**src/rtl/bandit_arbiter.sv**
```systemverilog
`default_nettype none
// ============================================================================
//  Module   : bandit_arbiter
//  Purpose  : Round-robin sharing of one bandit agent among N environments;
//             a grant covers one full action->reward transaction.
//  Options  : BANDIT_ARBITER_TIMEOUT_EN - inject a -128 reward after TIMEOUT
//             cycles without one from the granted environment.
//  Revision : 1.0 - initial release
// ============================================================================
module bandit_arbiter #(
    parameter int N       = 4,
    parameter int TIMEOUT = 255
) (
    input  logic             clock,
    input  logic             reset_n,
    input  logic [N-1:0]     req,
    input  logic [N-1:0]     greedy,
    output logic [N-1:0]     grant,
    output logic [N-1:0]     env_action_valid,
    output logic [7:0]       env_action_data,
    input  logic [N-1:0]     env_action_ready,
    input  logic [N-1:0]     env_reward_valid,
    input  logic [8*N-1:0]   env_reward_data,
    output logic [N-1:0]     env_reward_ready,
    input  logic             agent_action_valid,
    input  logic [7:0]       agent_action_data,
    output logic             agent_action_ready,
    output logic             agent_action_gready,
    output logic             agent_reward_valid,
    output logic [7:0]       agent_reward_data,
    input  logic             agent_reward_ready
);

    localparam int         c_IDX_W  = $clog2(N);
    localparam logic [1:0] c_IDLE   = 2'd0;
    localparam logic [1:0] c_ACTION = 2'd1;
    localparam logic [1:0] c_REWARD = 2'd2;

    if (N < 2 || N > 16 || TIMEOUT < 1) begin : g_param_check
        $error("bandit_arbiter: parameter out of range");
    end

    logic [1:0]         r_state;
    logic [N-1:0]       r_grant;
    logic [c_IDX_W-1:0] r_gidx;
    logic [c_IDX_W-1:0] r_last;

    logic               w_in_action;
    logic               w_in_reward;
    logic [c_IDX_W-1:0] w_pick_idx;
    logic [c_IDX_W-1:0] w_cand;
    logic [N-1:0]       w_pick_oh;
    logic               w_env_rv;
    logic [7:0]         w_env_rd;
    logic               w_inject;
    logic               w_action_hs;
    logic               w_reward_hs;
    int                 w_j;

    // Scan from farthest to nearest so the requester closest after r_last wins.
    always_comb begin : arbitration
        w_pick_idx = r_last;
        w_cand     = r_last;
        w_pick_oh  = '0;
        w_j        = 0;
        for (int k = N; k >= 1; k--) begin
            w_j = int'(r_last) + k;
            if (w_j >= N) begin
                w_j = w_j - N;
            end
            w_cand = c_IDX_W'(w_j);
            if (req[w_cand]) begin
                w_pick_idx = w_cand;
            end
        end
        w_pick_oh[w_pick_idx] = 1'b1;
    end

    always_comb begin : reward_mux
        w_env_rd = 8'h00;
        for (int i = 0; i < N; i++) begin
            if (r_grant[i]) begin
                w_env_rd = env_reward_data[8*i +: 8];
            end
        end
    end

    assign w_in_action = (r_state == c_ACTION);
    assign w_in_reward = (r_state == c_REWARD);
    assign w_env_rv    = |(env_reward_valid & r_grant);

    assign grant               = r_grant;
    assign env_action_valid    = (w_in_action && agent_action_valid) ? r_grant : '0;
    assign env_action_data     = w_in_action ? agent_action_data : 8'h00;
    assign agent_action_ready  = w_in_action & |(env_action_ready & r_grant);
    assign agent_action_gready = (w_in_action | w_in_reward) & |(greedy & r_grant);
    assign agent_reward_valid  = w_in_reward & (w_inject | w_env_rv);
    assign agent_reward_data   = !w_in_reward ? 8'h00 : (w_inject ? 8'h80 : w_env_rd);
    assign env_reward_ready    = (w_in_reward && !w_inject && agent_reward_ready) ? r_grant : '0;

    assign w_action_hs = agent_action_valid & agent_action_ready;
    assign w_reward_hs = agent_reward_valid & agent_reward_ready;

`ifdef BANDIT_ARBITER_TIMEOUT_EN
    localparam int                 c_CNT_W = $clog2(TIMEOUT + 1);
    localparam logic [c_CNT_W-1:0] c_LIMIT = c_CNT_W'(TIMEOUT);

    logic [c_CNT_W-1:0] r_wait;
    logic               r_inject;

    // Once injection starts it latches so a late environment reward is ignored.
    assign w_inject = w_in_reward & (r_inject | ((r_wait == c_LIMIT) & ~w_env_rv));

    always_ff @(posedge clock or negedge reset_n) begin
        if (!reset_n) begin
            r_wait   <= '0;
            r_inject <= 1'b0;
        end else if (w_in_action) begin
            r_wait   <= '0;
            r_inject <= 1'b0;
        end else if (w_in_reward && !w_reward_hs) begin
            if (r_wait != c_LIMIT) begin
                r_wait <= r_wait + 1'b1;
            end
            r_inject <= w_inject;
        end
    end
`else
    assign w_inject = 1'b0;
`endif

    always_ff @(posedge clock or negedge reset_n) begin
        if (!reset_n) begin
            r_state <= c_IDLE;
            r_grant <= '0;
            r_gidx  <= '0;
            r_last  <= c_IDX_W'(N - 1);
        end else begin
            case (r_state)
                c_IDLE: begin
                    if (|req) begin
                        r_grant <= w_pick_oh;
                        r_gidx  <= w_pick_idx;
                        r_state <= c_ACTION;
                    end
                end
                c_ACTION: begin
                    if (w_action_hs) begin
                        r_state <= c_REWARD;
                    end
                end
                c_REWARD: begin
                    if (w_reward_hs) begin
                        r_last  <= r_gidx;
                        r_grant <= '0;
                        r_state <= c_IDLE;
                    end
                end
                default: begin
                    r_grant <= '0;
                    r_state <= c_IDLE;
                end
            endcase
        end
    end

endmodule
`default_nettype wire

```
**config.mk**
```make
export PLATFORM = sky130hd
export DESIGN_NAME = bandit_arbiter
export DESIGN_NICKNAME = d
export VERILOG_FILES = /design/src/rtl/bandit_arbiter.sv
export SDC_FILE = /design/constraint.sdc
export NUM_CORES = 1
export LEC_CHECK = 0
export BUFFER_PORTS_ARGS = -buffer_cell sky130_fd_sc_hd__buf_2
export CAP_MARGIN = 10
export CORE_MARGIN = 1
export CORE_UTILIZATION = 36
export CTS_CLUSTER_DIAMETER = 30
export CTS_CLUSTER_SIZE = 25
export DETAILED_ROUTE_END_ITERATION = 10
export MAX_ROUTING_LAYER = met4
export PLACE_DENSITY = 0.78
export REMOVE_ABC_BUFFERS = 1
export SYNTH_ARGS = -nofsm -noshare
export SYNTH_HDL_FRONTEND = slang
export SYNTH_SLANG_ARGS = --single-unit
```
**constraint.sdc**
```tcl
create_clock -name clock -period 1.6 [get_ports clock]
set_clock_uncertainty 0.15 [all_clocks]
set_input_delay 0.32 -clock clock [delete_from_list [all_inputs] [get_ports clock]]
set_output_delay 0.32 -clock clock [all_outputs]
set_load 0.05 [all_outputs]
```
==> results.txt <==
The run finished, with violations left. The final reports fail on negative setup slack. The number of buffers inserted by port buffering is 90. The starting DRC count in detailed routing came out at 93. The total power density per cell area is 276.7 nW/um^2.

The critical path startpoint category is a register. The class of the worst hold path is in2async. The worst slew margin relative to its limit is 0.7482.

In the global route stage, overall resource usage came out at 0.2961. The full die area came out at 3399 um^2. The global-route congestion overflow total came out at 0. The biggest cell delay along the critical path came out at 0.42 ns.

The category of the critical setup timing path is reg2out. The number of gates on the worst path with buffers counted is 6. The clock tree buffer depth came out at 2.

The cell sitting at the root of the clock tree is a clkbuf_4. The first-pass iteration count of the detailed router came out at 4. The most critical setup path has its endpoint at agent_reward_data[6].

TritonCTS built the clock tree. Broken down by cell family, the worst path's largest delay share belongs to compound AO/OA/AOI/OAI gates. The static leakage power is 1.280 nW. The clock reaches the later pin of the worst-skew pair after 0.27 ns. Among the stages of the critical path, the cell type that occurs most often is buf_6.

The post-layout minimum cycle time came out at 2.229 ns. The slowest stage of the critical path is the dfrtp_1 cell. The combined area of all synthesized cells is 1141 um^2. The arrival time of data at the critical path endpoint came out at 1.76 ns. The final RePlAce weighted congestion came out at 0.8148. Tracing the worst setup path back leads to its startpoint at grant[1]. In this run the horizontal extent of the chip is 58.30 um. Across all setup checks in the final design, the least slack found is -0.6293 ns.

STA puts the critical path data required time at 1.13 ns. The register bit count reported by yosys is 10. The worst IR drop on VDD came out at 330.7 uV. The number of antenna violations at the first check in global routing came out at 0. The number of distinct library cells after synthesis came out at 38.

The pin count of the biggest net entering global routing is 20. The number of buffers created by CTS is 3. The first global-routing pass estimated 7396 um of wire. The count of standard-cell rows is 20. The reported max-cap violation count is 0. The final count of hold timing violations is 0. The largest fanout on the critical path came out at 4. The highest attainable clock frequency is about 450 MHz. The via count of the first global-routing pass is 1,592.

The worst setup path is captured at an output pin. Traced cell by cell, the critical path runs through buf_6 -> and3b_1 -> a211oi_1 -> a211o_1 -> a21boi_2 -> buf_6. The sum of negative setup slack is -12.55 ns. The sum of buffers and inverters on the critical path came out at 2. The worst register-to-register path has a depth of 6. After synthesis, the mean cell area works out to 8.390 um^2. The total number of vias came out at 1,814. The clock transition at the registers of the reported paths came out at 0.08 ns. The initial standard-cell utilization of the core is 0.3769. The cell count after synthesis came out at 136.

The sequential cell area fraction in the yosys report is 0.2215. The remaining antenna violation count is 0. The antenna cell count came out at 0. The terminus of the critical flop-to-flop path is grant[0]. The actual slew at the worst max-slew pin is 0.3746 ns. The filler cell count in the final layout came out at 136. Measured along the y axis, the die boundary spans 58.30 um. The aggregate routed wire length is approximately 6500 um. The worst register-to-register path has a setup slack of -0.26 ns. The number of top-level design ports came out at 91. The number of remaining DRC errors is 0. At the end of the flow, the number of nets in the layout was 336. The number of slew-limit violations in the final report is 0. Once detailed placement completed, the half-perimeter wirelength came to 3015 um.

The area of the core region is 3028 um^2. The fraction of layout cells with a size suffix above 1 is 0.7601. In this run the critical register-to-register path is launched from r_state[1]. The number of H-tree levels is 1. The setup slack after placement is -0.2829 ns. The final clock period utilization by the worst path came out at 1.393. The vias per cell is 5.759. The yosys synthesis warning count came out at 0. CTS saw 10 sinks. Compared with the post-synthesis result, the final layout area differs by 132.2%. Setup violations remaining at the end of the flow were counted as 36. The wire length per cell came out at 20.65 um. Setup repair after global routing could not meet its margin everywhere.
[sequential cells by signal, indices dropped and copies added, names as in the netlist]
| signal | cells |
|---|---|
| grant | 4 |
| r_state | 2 |
| r_gidx | 2 |
| r_last | 2 |
[worst register-to-register path, cell delays in order, from the launching register on]
cell and delay, ns:
dfrtp_1 0.44, inv_2 0.10, ha_4 0.20, buf_6 0.12, a221o_1 0.36, o21ai_1 0.26, o31ai_2 0.12
[layer usage]
layer	wire, um	GRT usage
met5	0	-
met4	416	0.09864
met3	391	0.02857
met2	3467	0.5878
met1	2231	0.2990
[Yosys cell counts, drive strengths merged]
cell    number  area share
o41ai        2       0.029
dfstp        2       0.046
a21oi        3       0.013
buf          3       0.019
mux2i        2       0.018
inv         13       0.043
or3          2       0.020
o211ai       1       0.011
a22oi        7       0.050
and2         9       0.049
dfrtp        8        0.18
a221oi       7       0.054
a21boi      10       0.066
nor4         1       0.011
a221o        1      0.0088
and3        10       0.055
ha           4       0.044
nand2       13       0.045
nor2         1      0.0033
nor3         1      0.0044
nand2b       2       0.011
o31ai        3       0.036
clkbuf       6       0.020
nand3        2       0.013
a211oi       1      0.0066
and3b        2       0.015
a211o        8       0.061
o21ai        6       0.026
mux2         3       0.030
nor2b        2       0.011
nor3b        1      0.0066
[stage by stage]
stage	area (um^2)	cells	util	power (mW)	hold slack, ns
2_1_floorplan	1097	127	-	0.3264	-0.1256
3_3_place_gp	1866	291	0.6161	0.4293	0.03753
3_5_place_dp	1866	291	0.6161	0.4332	0.04450
4_1_cts	2328	303	0.7690	0.6983	0.2911
5_1_grt	2650	315	0.8752	0.7531	0.3042
6_report	2650	315	0.8752	0.7332	0.2915
[where the power goes]
part | switching, mW | internal [mW] | total, mW
logic | 0.122 | 0.119 | 0.240
clock network | 0.102 | 0.138 | 0.240
registers | 0 | 0.253 | 0.253
[cells by family after synthesis]
group / count (synthesis) / synth area share
AOI/OAI and AO/OA: 49 / 0.3618
adders and majority gates: 4 / 0.04386
buffers and inverters: 22 / 0.08114
DFF: 10 / 0.2215
muxes: 5 / 0.04715
and+or+nand+nor: 46 / 0.2445
[worst min-delay path by stage]
stage,startpoint,endpoint,slack [ns],cells past startpoint
after floorplan,reset_n,grant[0],-0.13,0
after global placement,reset_n,grant[3],0.04,1
after detailed placement,reset_n,grant[3],0.04,1
after CTS,reset_n,grant[3],0.29,2
after global routing,reset_n,grant[3],0.30,2
final,reset_n,grant[3],0.29,2
[layout by cell type, fill, tap and decap left out, types with 2 or more instances in the layout]
master,n
a22oi_2,6
buf_12,3
clkbuf_4,4
a211o_1,8
dfrtp_1,7
mux2i_1,2
dfstp_2,2
nand2b_1,2
buf_8,20
buf_2,60
buf_6,15
or3_4,2
clkbuf_16,2
inv_1,10
a21boi_2,3
nor2b_1,2
a21oi_2,2
inv_2,2
mux2_4,2
o21ai_1,3
nand2_1,12
nand3_4,2
buf_4,38
o31ai_2,2
o41ai_4,2
a21boi_1,6
and3b_1,2
and2_4,9
and3_4,9
ha_4,3
a221oi_2,7
[layout make-up]
cell class	instances	area, um^2	area share
repair buffers	140	1182	0.4462
multi-input cells	104	1071	0.4042
flip-flops and latches	10	254.0	0.09585
well taps	44	55.05	0.02077
inverters	13	51.30	0.01936
clock buffers	4	36.28	0.01369
[what timing repair did]
| action | CTS | global route |
|---|---|---|
| resized for setup | 101 | 52 |
| setup buffers | 7 | 11 |
| pin swaps | 28 | 11 |
| endpoints found under the hold margin | 10 | 0 |
| endpoints found under the setup margin | 36 | 40 |
| hold buffers | 1 | 0 |
| cloned | 1 | 2 |
Power figures use the tool's default switching activity.
